File: config.mk
export PLATFORM = sky130hd
export DESIGN_NAME = fetch_queue
export DESIGN_NICKNAME = d
export VERILOG_FILES = /design/src/rtl/fetch_queue.sv
export SDC_FILE = /design/constraint.sdc
export NUM_CORES = 1
export LEC_CHECK = 0
export CORE_UTILIZATION = 60
export CTS_CLUSTER_SIZE = 25
export DETAILED_ROUTE_END_ITERATION = 12
export PLACE_DENSITY = 0.85
export SLEW_MARGIN = 20
export SYNTH_ARGS = -nofsm -noshare
export SYNTH_HDL_FRONTEND = slang
export SYNTH_SLANG_ARGS = --single-unit
File: constraint.sdc
create_clock -name clk -period 9.1 [get_ports clk]
set_clock_uncertainty 0.05 [all_clocks]
set_input_delay 1.82 -clock clk [delete_from_list [all_inputs] [get_ports clk]]
set_output_delay 1.82 -clock clk [all_outputs]
set_load 0.03 [all_outputs]
File: src/rtl/fetch_queue.sv
`default_nettype none
// ============================================================================
// Module  : fetch_queue
// Brief   : Instruction fetch front end. Owns the fetch PC, issues requests to
//           a one-cycle-latency instruction memory and buffers the returned
//           {pc, instruction} pairs in a small FIFO for the decode stage.
// Revision: 1.0 - initial release
// ============================================================================
module fetch_queue #(
    parameter int          DEPTH    = 4,
    parameter logic [63:0] RESET_PC = 64'd0
) (
    input  logic        clk,
    input  logic        reset,
    output logic        imem_req,
    output logic [63:0] imem_addr,
    input  logic [31:0] imem_rdata,
    input  logic        redirect_valid,
    input  logic [63:0] redirect_pc,
    input  logic        id_ready,
    output logic        out_valid,
    output logic [31:0] out_instruction,
    output logic [63:0] out_pc
);

    localparam int                 c_PTR_W   = $clog2(DEPTH);
    localparam int                 c_CNT_W   = c_PTR_W + 1;
    localparam logic [c_PTR_W-1:0] c_PTR_ONE = c_PTR_W'(1);
    localparam logic [c_CNT_W-1:0] c_CNT_ONE = c_CNT_W'(1);
    localparam logic [c_CNT_W:0]   c_DEPTH   = (c_CNT_W + 1)'(DEPTH);
    localparam logic [31:0]        c_NOP     = 32'h0000_0013;

    logic [63:0]        r_fetch_pc;
    logic               r_inflight;
    logic [63:0]        r_inflight_pc;
    logic [c_PTR_W-1:0] r_rd_ptr;
    logic [c_PTR_W-1:0] r_wr_ptr;
    logic [c_CNT_W-1:0] r_count;
    logic [63:0]        r_pc_mem  [DEPTH];
    logic [31:0]        r_ins_mem [DEPTH];

    logic               w_issue;
    logic               w_push;
    logic               w_pop;
    logic [c_CNT_W:0]   w_occupancy;

    // Slots already promised: buffered entries plus the response still due.
    assign w_occupancy = {1'b0, r_count} + {{c_CNT_W{1'b0}}, r_inflight};
    assign w_issue     = !reset && !redirect_valid && (w_occupancy < c_DEPTH);
    assign w_push      = !reset && !redirect_valid && r_inflight;
    assign w_pop       = !reset && !redirect_valid && out_valid && id_ready;

    assign imem_req        = w_issue;
    assign imem_addr       = r_fetch_pc;
    assign out_valid       = (r_count != '0);
    assign out_instruction = out_valid ? r_ins_mem[r_rd_ptr] : c_NOP;
    assign out_pc          = out_valid ? r_pc_mem[r_rd_ptr] : 64'd0;

    always_ff @(posedge clk) begin
        if (reset) begin
            r_fetch_pc    <= RESET_PC;
            r_inflight    <= 1'b0;
            r_inflight_pc <= 64'd0;
            r_rd_ptr      <= '0;
            r_wr_ptr      <= '0;
            r_count       <= '0;
        end else if (redirect_valid) begin
            r_fetch_pc <= {redirect_pc[63:2], 2'b00};
            r_inflight <= 1'b0;
            r_rd_ptr   <= '0;
            r_wr_ptr   <= '0;
            r_count    <= '0;
        end else begin
            if (w_issue) begin
                r_inflight    <= 1'b1;
                r_inflight_pc <= r_fetch_pc;
                r_fetch_pc    <= r_fetch_pc + 64'd4;
            end else begin
                r_inflight <= 1'b0;
            end
            if (w_push) begin
                r_wr_ptr <= r_wr_ptr + c_PTR_ONE;
            end
            if (w_pop) begin
                r_rd_ptr <= r_rd_ptr + c_PTR_ONE;
            end
            case ({w_push, w_pop})
                2'b10:   r_count <= r_count + c_CNT_ONE;
                2'b01:   r_count <= r_count - c_CNT_ONE;
                default: r_count <= r_count;
            endcase
        end
    end

    // Storage needs no reset; entries are qualified by r_count.
    always_ff @(posedge clk) begin
        if (w_push) begin
            r_pc_mem[r_wr_ptr]  <= r_inflight_pc;
            r_ins_mem[r_wr_ptr] <= imem_rdata;
        end
    end

endmodule
`default_nettype wire
### Yosys cells after proc, flatten, opt, wreduce, memory -nomap -nowiden

Memories as Yosys holds them, arrays and structs flattened. A register that Yosys moved wholly into a read port is not among the register bits.
Cells that the tools add are included.

| word-level totals | value |
|---|---|
| register bits | 136 |
| RAM bits | 384 |
| bits of input ports | 100 |
| output and inout bits | 162 |
| logic and storage cells | 43 |
| memories kept | 2 |

| operators by class | value |
|---|---|
| $add $sub $neg | 6 |
| $lt $le $gt $ge | 1 |
| equal/unequal tests | 2 |
| multiplexer cells | 12 |
| bitwise operators | 1 |
| reductions and logical operators | 12 |

Memory list:

| memory | depth | width | rd ports | clocked after memory_dff | write ports | line | text |
|---|---|---|---|---|---|---|---|
| r_pc_mem | 4 | 64 | 1 | 1 | 1 | 39 | `logic [63:0] r_pc_mem [DEPTH];` |
| r_ins_mem | 4 | 32 | 1 | 1 | 1 | 40 | `logic [31:0] r_ins_mem [DEPTH];` |

Operators with widths:

| cell | number |
|---|---|
| 2-to-1 mux 64 bit | 3 |
| adder 64 x 3 -> 64 bit, second input constant | 1 |
| 2-to-1 mux 32 bit | 1 |
| 2-to-1 mux 2 bit | 4 |
| one-hot mux 3 bit (2 select lines) | 1 |
| logical AND 1 bit | 5 |
| adder 2 x 1 -> 2 bit, second input constant | 2 |
| adder 3 x 1 -> 4 bit | 1 |
| less-than comparator 4 x 3 -> 1 bit, second input constant | 1 |
| nonzero test 2 bit | 2 |
| adder 3 x 1 -> 3 bit, second input constant | 1 |
| 2-to-1 mux 1 bit | 3 |
| nonzero test 3 bit | 1 |
| subtractor 3 x 1 -> 3 bit, second input constant | 1 |
| equality test 2 x 1 -> 1 bit, second input constant | 1 |
| equality test 2 bit, second input constant | 1 |
| zero test 1 bit | 2 |
| AND reduction 2 bit | 1 |
| OR reduction 2 bit | 1 |
| inverter 1 bit | 1 |

### Depth between registers and ports, before layout

| logic depth | value |
|---|---|
| depth in word-level cells | 6 |
| depth in mapped cells | 10 |
| mapped depth without buffers | 9 |

### Worst setup path after synthesis

Ideal clock, no wire load.

| timing | value |
|---|---|
| kind | input to register |
| start | input reset |
| end | memory r_ins_mem[0][0], enable pin |
| library setup time | 0.464 ns |
| arrival | 4.741 ns |
| data required time | 8.586 ns |
| slack | 3.846 ns |
| cell stages on the path | 4 |
| path buffers | 2 |
| cells stage by stage | clkbuf_1 -> nor2_1 -> clkbuf_1 -> and3_1 |

| between the ends | value |
|---|---|
| cells in the longest elaborated chain, start to end | 5 |

RTL lines:

| element | line | text |
|---|---|---|
| start, declared | 14 | `input logic reset,` |
| zero test 1 bit | 50 | `assign w_push = !reset && !redirect_valid && r_inflight;` |
| logical AND 1 bit (2 in a row) | 50 |  |
| 2-to-1 mux 1 bit | 97 | `if (w_push) begin` |
| 2-to-1 mux 1 bit (implied by the code) | 99 | `r_ins_mem[r_wr_ptr] <= imem_rdata;` |
| end, declared | 40 |  |

Every way passes these cells.

### Final worst setup path

| timing | value |
|---|---|
| start | input redirect_valid |
| end | output imem_req |

| between the ends | value |
|---|---|
| cells in the longest elaborated chain, start to end | 3 |

RTL lines:

| element | line | text |
|---|---|---|
| start, declared | 18 | `input logic redirect_valid,` |
| zero test 1 bit | 49 | `assign w_issue = !reset && !redirect_valid && (w_occupancy < c_DEPTH);` |
| logical AND 1 bit (2 in a row) | 49 |  |
| end, declared | 15 | `output logic imem_req,` |

Every way passes these cells.

==> results.cfg <==
[layout]
final.fill_count = 2156
multi_input_area_um2 = 6470
layout.nets = 1806
fin_util_pct = 74.8
drive_gt1_share_pct = 12.6
seq_area_um2 = 14000
syn_to_final_growth_pct = 21.3

[pwr]
combPwrFrac_pct = 5.3
peakVddDrop_mv = 0.176
p_per_area_nw_per_um2 = 188
internal-power_w = 0.00372
switching_share_pct = 21.7
power_switching_w = 0.00103
leakagePower_nw = 8.34
pwr-share-clk_pct = 40.6
seqPwrFrac_pct = 54.1

[cts]
cts.path.max_buffers = 3
clk_latency_ns = 0.57
clock-sinks = 510
htree_num_levels = 2
root_buffer = clkbuf_16
cts_resized = 0
cts.clk_slew.worst_paths_ns = 0.06
cts_setup_buffers = 0
cts_tree = done
hold_buffers = 0
numCtsBuffers = 49

[route]
wl_um = 51100
top_layer_used = met4
drc = 0
drt-vias-per-instance = 6.31
wl_per_cell_um = 23.3
dr_wl_met2_um = 24600
route.met3.wl_um = 4950
drt-pass1-iter-count = 5
met1Wirelength_um = 19800
vias = 13800
ant_nets = 0
drt_iter0_drc = 1418

[setup_path]
worstSetupPathType = in2out
cp_data_arrival_time_ns = 3.93
crit_required_ns = 7.23
crit-reg2reg-launch = r_count[0]
critPathLaunchType = input port
cp_max_fo = 57
reg2reg_slack_ns = 5.78
reg2reg_to = r_count[2]
cp-end-kind = primary output
rr_worst_depth = 10

[synth]
synthesis.area_um2 = 20900
async_flop_share_pct = 0
yosys.area.top_type = edfxtp_1
synth_flop_cell = edfxtp_1
ys_seq_elements = 510
synth_cell_types = 62
netlist_instances = 1471
syn_area_per_cell_um2 = 14.2
yosysWarnings = 0
synth_edf_count = 376
yosysMostFrequentCell = edfxtp_1
synth.area.top_cells = edfxtp_1 (54%), dfxtp_1 (13%), mux4_2 (10%)
synthTopCellsByCount = edfxtp_1 (376), nand2_1 (194), dfxtp_1 (134)
yosysSeqAreaShare_pct = 67.0
synth_top_area_share_pct = 54.1

[sta]
relSlewSlack_pct = 35.5
final_max_slew_viol_count = 0
fin_crit_sh_pct = 63.8
tightest_slew_ns = 0.968
setup_violations = 0
finalSetupTns_ns = 0
rsz0062_at_grt = false
post-route-min-period_ns = 5.80
fin_ws_ns = 3.30
hold_viol_final = 0
max_freq_mhz = 172

[run_status]
outcome = completed

[placed_design]
post-place-ws_ns = 3.35
port_buffers = 255
gp_congestion = 0.872
dp_hpwl_um = 31200

[min_path]
min_path_cells = 0
hp-class = reg2reg
min_to = r_pc_mem[2][12]
timing.hold.worst.start = r_inflight_pc[12]

[floorplan]
io_pins = 262
fp.dieW_um = 188
die_h_um = 188
row_count = 67
core_region_area_um2 = 33900
die-area_um2 = 35500
start_util_pct = 61.6

[global_routing]
antenna_found_initial = 2
grt_pass1_vias = 13800
overflow = 0
grt_pass1_wl_um = 78000
grt_max_degree = 80
grt_usage_pct = 28.9

[run]
cap_violations = 0
==> state kept, by name, summed over array words and instances, names as in the netlist, named ones only <==
signal,count
r_pc_mem,248
r_inflight,1
r_rd_ptr,2
r_count,3
r_ins_mem,128
imem_addr,62
r_inflight_pc,62
r_wr_ptr,2
==> per-stage QoR <==
step,hold slack (ns),total power [W],instance area [um2],instances
6_report,0.447,0.00475,25300,2190
5_1_grt,0.464,0.00488,25300,2190
4_1_cts,0.443,0.00477,25300,2187
3_5_place_dp,0.437,0.00287,23700,2095
3_3_place_gp,0.419,0.00286,23700,2095
2_1_floorplan,0.410,0.00273,20900,1474
==> layout by cell type (no fill, tap or decap), drive strengths merged, types with 18 or more instances in the layout <==
| master | n |
|---|---|
| a21oi | 105 |
| and2 | 97 |
| and3 | 25 |
| and4 | 18 |
| buf | 20 |
| clkbuf | 67 |
| clkdlybuf4s50 | 253 |
| clkinv | 21 |
| dfxtp | 134 |
| edfxtp | 376 |
| mux4 | 94 |
| nand2 | 194 |
| nand3 | 32 |
| nand4 | 42 |
| nor2 | 33 |
| nor3 | 23 |
| nor4 | 23 |
==> layout make-up <==
| type | instances | area share (%) |
|---|---|---|
| tap | 448 | 2.21 |
| sequential | 510 | 55.2 |
| timing repair buffer | 273 | 10.7 |
| clock buffer | 67 | 5.31 |
| inverter | 15 | 0.222 |
| antenna | 2 | 0.0198 |
| multi-input combinational | 850 | 25.6 |
| clock inverter | 25 | 0.781 |
==> power by group through the flow <==
stage | combinational (W) | sequential (W) | clock, W
floorplan | 0.0000967 | 0.00263 | 0
global placement | 0.000243 | 0.00262 | 0
detailed placement | 0.000247 | 0.00262 | 0
CTS | 0.000249 | 0.00257 | 0.00195
global route | 0.000264 | 0.00257 | 0.00205
finish | 0.000250 | 0.00257 | 0.00193
==> cells by family (layout without fill, tap and decap cells) <==
kind of cell,Yosys count,count (layout),share of synthesized area (%)
buffers and inverters,114,380,2.22
DFF,510,510,67.0
adders and majority gates,7,7,0.456
and+or+nand+nor,527,527,13.3
xor gates and xnor gates,18,18,0.756
AOI/OAI and AO/OA,180,180,5.12
muxes,114,114,11.2
other,1,6,0.0180
==> critical path: stages <==
cell	delay (ns)
buf_2	0.07
buf_4	0.53
nor2_1	0.11
buf_4	0.24
nand2_4	0.40
inv_2	0.07
clkdlybuf4s50_1	0.61
==> worst max path at each step <==
stage | start | endpoint | slack, ns
4_1_cts | flip-flop | out_pc[16] | 3.10
2_1_floorplan | reset | r_ins_mem[0][0] | 3.85
3_5_place_dp | redirect_valid | imem_req | 3.35
6_report | redirect_valid | imem_req | 3.30
5_1_grt | redirect_valid | imem_req | 3.21
3_3_place_gp | redirect_valid | imem_req | 3.36
==> layer usage <==
layer,GRT usage [%],up-vias
li1,-,6091
met1,38.1,6857
met2,47.3,754
met3,6.00,122
met4,11.7,0
met5,0,-
Power figures use the tool's default switching activity.
